--- config.mk ---
export PLATFORM = sky130hd
export DESIGN_NAME = channel_voice_generator
export DESIGN_NICKNAME = d
export VERILOG_FILES = /design/src/rtl/channel_voice_generator_pkg.sv /design/src/rtl/channel_voice_generator_phase_acc.sv /design/src/rtl/channel_voice_generator.sv
export SDC_FILE = /design/constraint.sdc
export NUM_CORES = 1
export LEC_CHECK = 0
export CAP_MARGIN = 20
export CORE_MARGIN = 5
export CORE_UTILIZATION = 45
export CTS_CLUSTER_SIZE = 8
export DETAILED_ROUTE_END_ITERATION = 7
export PLACE_DENSITY = 0.69
export SLEW_MARGIN = 5
export SYNTH_ARGS = -nofsm -noshare
export SYNTH_HDL_FRONTEND = slang
export SYNTH_SLANG_ARGS = --single-unit
--- constraint.sdc ---
create_clock -name i_clk -period 10.3 [get_ports i_clk]
set_input_delay 3.09 -clock i_clk [delete_from_list [all_inputs] [get_ports i_clk]]
set_output_delay 3.09 -clock i_clk [all_outputs]
set_load 0.02 [all_outputs]
--- src/rtl/channel_voice_generator_pkg.sv ---
// Shared voice definitions: compare field width, default duty, envelope
// width and the magnitude shift rule. The note sequencer imports the same
// package so both ends agree on these values.
package channel_voice_generator_pkg;

    localparam int         CMP_W        = 7;
    localparam logic [7:0] DUTY_DEFAULT = 8'hff;
    localparam int         ENV_W        = 9;

    // Left shift that places {1'b0, env} at the top of a signed sample.
    function automatic int mag_shift(input int sample_w);
        return sample_w - (ENV_W + 1);
    endfunction

endpackage

--- src/rtl/channel_voice_generator_phase_acc.sv ---
// Phase accumulator: advances by delta on each strobe, wraps silently.
// A clear overrides the strobe increment.
module phase_accumulator #(
    parameter int ACC_W = 32
) (
    input  logic             clk,
    input  logic             rst_n,
    input  logic             stb,
    input  logic [ACC_W-1:0] delta,
    input  logic             clr,
    output logic [ACC_W-1:0] phase
);

    // Phase register: reset/clear to zero, otherwise add delta on strobe.
    always_ff @(posedge clk) begin
        if (!rst_n) begin
            phase <= '0;
        end else if (clr) begin
            phase <= '0;
        end else if (stb) begin
            phase <= phase + delta;
        end
    end

endmodule

--- src/rtl/channel_voice_generator.sv ---
// Pulse-wave voice stage. Three-stage pipeline: phase advance and envelope
// capture, duty compare, envelope scaling to a signed sample.
// Optional feature macro: CHANNEL_VOICE_PHASE_RST_EN adds i_phase_rst,
// which clears the phase accumulator.
module channel_voice_generator
    import channel_voice_generator_pkg::*;
#(
    parameter int ACC_W    = 32,
    parameter int SAMPLE_W = 16
) (
    input  logic                i_clk,
    input  logic                i_rst_n,
    input  logic                i_sample_stb,
    input  logic [ACC_W-1:0]    i_phase_delta,
    input  logic [ENV_W-1:0]    i_envelope,
    input  logic [7:0]          i_top,
    input  logic                i_top_valid,
`ifdef CHANNEL_VOICE_PHASE_RST_EN
    input  logic                i_phase_rst,
`endif
    output logic [SAMPLE_W-1:0] o_sample,
    output logic                o_sample_valid
);

    logic [ACC_W-1:0]    phase;
    logic                phase_clr;
    logic [7:0]          duty_q;
    logic [ENV_W-1:0]    env_s1;
    logic [ENV_W-1:0]    env_s2;
    logic                v1;
    logic                v2;
    logic                level_s2;
    logic [7:0]          thr;
    logic [7:0]          cmp_val;
    logic [SAMPLE_W-1:0] mag;

`ifdef CHANNEL_VOICE_PHASE_RST_EN
    assign phase_clr = i_phase_rst;
`else
    assign phase_clr = 1'b0;
`endif

    phase_accumulator #(
        .ACC_W (ACC_W)
    ) u_phase_acc (
        .clk   (i_clk),
        .rst_n (i_rst_n),
        .stb   (i_sample_stb),
        .delta (i_phase_delta),
        .clr   (phase_clr),
        .phase (phase)
    );

    // Threshold spans 1..128 across the 8-bit range. The 7-bit phase field is
    // left-aligned into that range, so thr=128 is a half period (50% square)
    // and thr=1 only admits field 0 (1/128 high).
    assign thr     = {1'b0, duty_q[7:1]} + 8'd1;
    assign cmp_val = {phase[ACC_W-1 -: CMP_W], {(8-CMP_W){1'b0}}};
    assign mag     = SAMPLE_W'({1'b0, env_s2}) << mag_shift(SAMPLE_W);

    // Duty register: loads whenever the sequencer presents a valid top.
    always_ff @(posedge i_clk) begin
        if (!i_rst_n) begin
            duty_q <= DUTY_DEFAULT;
        end else if (i_top_valid) begin
            duty_q <= i_top;
        end
    end

    // S1: capture envelope alongside the phase advance.
    always_ff @(posedge i_clk) begin
        if (!i_rst_n) begin
            env_s1 <= '0;
            v1     <= 1'b0;
        end else begin
            v1 <= i_sample_stb;
            if (i_sample_stb) begin
                env_s1 <= i_envelope;
            end
        end
    end

    // S2: pulse level from the advanced phase against the duty threshold.
    always_ff @(posedge i_clk) begin
        if (!i_rst_n) begin
            env_s2   <= '0;
            level_s2 <= 1'b0;
            v2       <= 1'b0;
        end else begin
            v2 <= v1;
            if (v1) begin
                env_s2   <= env_s1;
                level_s2 <= (cmp_val < thr);
            end
        end
    end

    // S3: signed sample; held between valid pulses.
    always_ff @(posedge i_clk) begin
        if (!i_rst_n) begin
            o_sample       <= '0;
            o_sample_valid <= 1'b0;
        end else begin
            o_sample_valid <= v2;
            if (v2) begin
                o_sample <= level_s2 ? mag : (~mag + 1'b1);
            end
        end
    end

endmodule

# Yosys cells after proc, flatten, opt, wreduce, memory -nomap -nowiden

Index checks and enable logic that the tools add are counted.

Latch bits: 0
Memories kept: 0
Flip-flop bits (word level): 78
Memory bits (read-only): 0
RAM bits: 0

Bitwise operators: 1
$add $sub $neg: 3
Muxes and demuxes: 1
Shifts and indexed selects: 0
Reductions and logical operators: 0
Divide/modulo/power cells: 0
Eq/ne operators: 0
Multiply operators: 0
Magnitude comparators: 1

Operators by type and width:

| kind                  | number |
|---|---|
| $add 32x32->32        | 1 |
| $add 16x1->16 const B | 1 |
| $mux 16               | 1 |
| $not 15->16           | 1 |
| $add 7x1->8 const B   | 1 |
| $lt 8x8->1            | 1 |

# Logic depth before layout (Yosys ltp)

Word-level depth: 3
Gate-level depth with buffers: 11
Gate-level depth less buffers: 11

# Cells and area by module

Synthesis repeated with hierarchy kept, for this count alone.

Cell total of the unflattened synthesis: 527
Area total of the unflattened synthesis: 4554.4 sq um

Modules (own cells, without submodules):

| module                  | seq. area each (sq um) | cells an instance | area an instance (sq um) | instances |
|---|---|---|---|---|
| phase_accumulator       | 640.6                  | 338               | 2733.9                   | 1 |
| channel_voice_generator | 780.7                  | 189               | 1820.5                   | 1 |

# Least setup slack after synthesis

Ideal clock, no wire load.

Path kind: input port to flip-flop
Start: input i_phase_delta[0]
End: register u_phase_acc.phase[28]
Path slack: 4.911 ns
Arrival time: 5.283 ns
Cell stages on the path: 11
Cell sequence: ha_1 > fa_1 > a21o_1 > a31oi_1 > o21ai_0 > a21oi_1 > and2_1 > o31ai_1 > o311ai_0 > nand4b_1 > o311ai_0

Longest elaborated chain between the ends: 1

RTL lines:

| element              | RTL line                                | RTL |
|---|---|---|
| from (decl)          | channel_voice_generator.sv:14           | `input logic [ACC_W-1:0] i_phase_delta,` |
| $add 32x32->32       | channel_voice_generator_phase_acc.sv:21 | `phase <= phase + delta;` |
| to (signal assigned) | channel_voice_generator_phase_acc.sv:21 |  |
| to (decl)            | channel_voice_generator_phase_acc.sv:11 | `output logic [ACC_W-1:0] phase` |

No other way between the ends.
A chain may end at the register's enable or synchronous reset.

# Worst setup path after layout

Ends and elaborated chain as after synthesis.

==> flow_metrics.py <==
metrics = {
    "routing": {
        "routedWlPerCell_um": 13.44,
        "ant_nets": 0,
        "drt_iter0_drc": 173,
        "drc": 0,
        "totalWireLength_um": 9451,
        "via_count": 3737,
        "viasPerCell": 5.316,
        "dr.pass1.iters": 4,
    },
    "global_routing": {
        "track_usage_pct": 15.41,
        "grt_pass1_vias": 3638,
        "grt_pass1_wl_um": 16360,
        "grt_overflow_total": 0,
        "grt_max_degree": 76,
        "antenna_found_initial": 0,
    },
    "cells_and_area": {
        "layout.nets": 658,
        "syn_to_final_growth_pct": 19.22,
        "fillCellCount": 931,
        "multi_input_area_sq_um": 2949,
        "fin_util_pct": 55.40,
        "postLayoutCellArea_sq_um": 5440,
        "register_area_sq_um": 1421,
        "final_cell_count_no_fill": 703,
        "antenna-diode-count": 0,
        "drive_gt1_share_pct": 5.088,
    },
    "floorplanning": {
        "die_area_sq_um": 12250,
        "coreArea_sq_um": 9819,
        "rows": 36,
        "chipHeight_um": 110.7,
        "die_x_um": 110.7,
        "pin_count": 70,
        "start_util_pct": 46.47,
    },
    "clock_tree": {
        "cts-resized-gates": 0,
        "cts_root_buffer": "clkbuf_8",
        "cts_made_buffers": 9,
        "hold_buffers": 0,
        "cts_max_level": 3,
        "worstSkewPairLatency_ns": 0.33,
        "post_cts_buffers": 0,
        "cts_buffer_depth": 2,
        "cts_tree": "done",
        "clock-sinks": 71,
        "cts.clk_slew.worst_paths_ns": 0.07,
    },
    "logic_synthesis": {
        "synth.avg_cell_area_sq_um": 8.843,
        "synth_edf_count": 0,
        "synth.cell_area_sq_um": 4563,
        "yosysSeqAreaShare_pct": 31.15,
        "synth_ff_type": "dfxtp_1",
        "synth_seq_cells": 71,
        "synthCells": 516,
        "yosys_warnings": 0,
        "synth.distinct_cells": 50,
        "async_flop_share_pct": 0,
    },
    "sta": {
        "period_share_pct": 58.08,
        "finalSetupViolCount": 0,
        "maxSlewViolCount": 0,
        "finClkSkew_ns": 0.009953,
        "rsz0062_at_grt": "no",
        "fmax_mhz": 167.2,
        "fin_setup_tns_ns": 0,
        "worstMarginPinSlew_ns": 0.6907,
        "slew-limit-headroom_pct": 53.95,
        "period_needed_ns": 5.983,
        "hold_viol_final": 0,
    },
    "place": {
        "place_area_sq_um": 5230,
        "gp_congestion": 0.8427,
        "dp_hpwl_um": 6819,
        "port_buffers": 62,
        "placed_cells": 688,
    },
    "worst_setup_path": {
        "crit_family": "compound AO/OA/AOI/OAI gates",
        "arrival_ns": 6.20,
        "critPathRequiredTime_ns": 10.52,
        "path_cells": "clkdlybuf4s50_1 -> ha_1 -> fa_1 -> a21o_1 -> a31oi_1 -> o21ai_0 -> a21oi_1 -> and2_1 -> o31ai_1 -> o311ai_0 -> nand4b_1 -> o311ai_0",
        "cp_common_cell": "o311ai_0",
        "cp-start-kind": "input port",
        "path_class": "input port to flip-flop",
        "crit_buf_inv": 1,
        "worst_setup_path_end_kind": "flip-flop",
        "crit_fanout": 5,
        "slowest_stage": "o311ai_0",
        "slowest_delay_ns": 0.49,
    },
    "power": {
        "power_frac_comb_pct": 34.6,
        "clockPowerShare_pct": 28.0,
        "power_switching_uw": 279.2,
        "vdd_drop_max_mv": 0.07634,
        "power.internal_uw": 582.7,
        "power_density_nw_per_um2": 158.4,
        "power.leakage_uw": 0.002371,
        "seqPwrFrac_pct": 37.5,
        "swShare_pct": 32.39,
    },
    "hold_path": {
        "hold_path.class": "flip-flop to flip-flop",
    },
    "job": {
        "max_cap_violations": 0,
    },
    "outcome": {
        "status": "complete, no violations",
    },
}
[layout by cell type (no fill, tap or decap), types with 11 or more instances in the layout]
| master | instances |
|---|---|
| a21o_1 | 16 |
| a21oi_1 | 37 |
| clkdlybuf4s50_1 | 60 |
| dfxtp_1 | 71 |
| ha_1 | 38 |
| inv_1 | 18 |
| mux2i_1 | 45 |
| nand2_1 | 36 |
| nor2_1 | 19 |
| nor2b_1 | 40 |
| o211a_1 | 11 |
| o21ai_0 | 29 |
| xnor2_1 | 22 |
| xor2_1 | 12 |
[power groups by stage]
| stage | Combinational [uW] | Clock (uW) | Sequential, uW |
|---|---|---|---|
| finish | 298 | 241 | 323 |
| global route | 337 | 262 | 327 |
| CTS | 299 | 250 | 323 |
| detailed placement | 297 | 0 | 329 |
| global placement | 290 | 0 | 328 |
| floorplan | 236 | 0 | 325 |
[per-stage QoR]
step / setup slack [ns] / hold slack [ns] / power [uW]
floorplan: 4.911 / 0.4291 / 561.0
global placement: 4.029 / 0.4495 / 618.1
detailed placement: 4.015 / 0.4641 / 626.2
CTS: 4.337 / 0.4892 / 871.7
global route: 4.133 / 0.5063 / 926.1
finish: 4.317 / 0.4765 / 861.8
[flip-flops by register name, summed over array words and instances, names as in the netlist, 7 cells and up]
signal	flops
duty_q	7
env_s1	9
env_s2	9
o_sample	10
u_phase_acc.phase	32
[routing by layer]
metal,global-route usage (%),wire length [um]
met1,19.87,4623
met2,25.93,4404
met3,3.221,356
met4,4.516,67
met5,0,0
[worst paths after layout]
check | from | to | slack, ns | cells after the start
worst max register to register | u_phase_acc.phase[0] | u_phase_acc.phase[28] | 7.19 | 11
worst min-delay path | u_phase_acc.phase[24] | u_phase_acc.phase[24] | 0.48 | 2
worst min register to register | u_phase_acc.phase[24] | u_phase_acc.phase[24] | 0.48 | 2
worst max-delay path | i_phase_delta[0] | u_phase_acc.phase[28] | 4.32 | 12
[Yosys cell counts, types with 11 or more instances]
master / n / share of area [%]
dfxtp_1: 71 / 31
mux2i_1: 45 / 9.9
nor2b_1: 40 / 5.5
ha_1: 38 / 10
a21oi_1: 37 / 4.1
nand2_1: 36 / 3.0
o21ai_0: 29 / 3.2
xnor2_1: 22 / 4.2
clkbuf_1: 21 / 1.7
nor2_1: 19 / 1.6
inv_1: 18 / 1.5
a21o_1: 16 / 2.6
xor2_1: 12 / 2.3
o211a_1: 11 / 2.4
[cell families (layout without fill, tap and decap cells)]
family / Yosys count / after routing / share of synthesized area (%)
mux: 45 / 45 / 9.871
buf+inv: 48 / 97 / 4.634
fa+ha+maj: 39 / 39 / 10.86
xor+xnor: 34 / 34 / 6.526
compound gates: 133 / 133 / 19.74
other cells: 1 / 6 / 0.08218
flops: 71 / 71 / 31.15
simple gates: 145 / 145 / 17.14
[cell type report]
cell class              count  share of cell area, %
repair buffers             64                  11.50
clock buffers               9                  2.277
clock inverters             6                  1.587
flip-flops and latches     71                  26.13
inverters                  18                  1.242
multi-input cells         402                  54.21
well taps                 133                  3.059
[worst reg2reg max path: cells and delay by family, from the launching register on]
| family | cells | cell delay (ns) |
|---|---|---|
| AO/OA/AOI/OAI | 7 | 1.64 |
| adder cells (fa/ha/maj) | 2 | 0.61 |
| flip-flops | 1 | 0.32 |
| AND/OR/NAND/NOR | 2 | 0.43 |
Note: power is estimated with default switching activity, not from simulation.
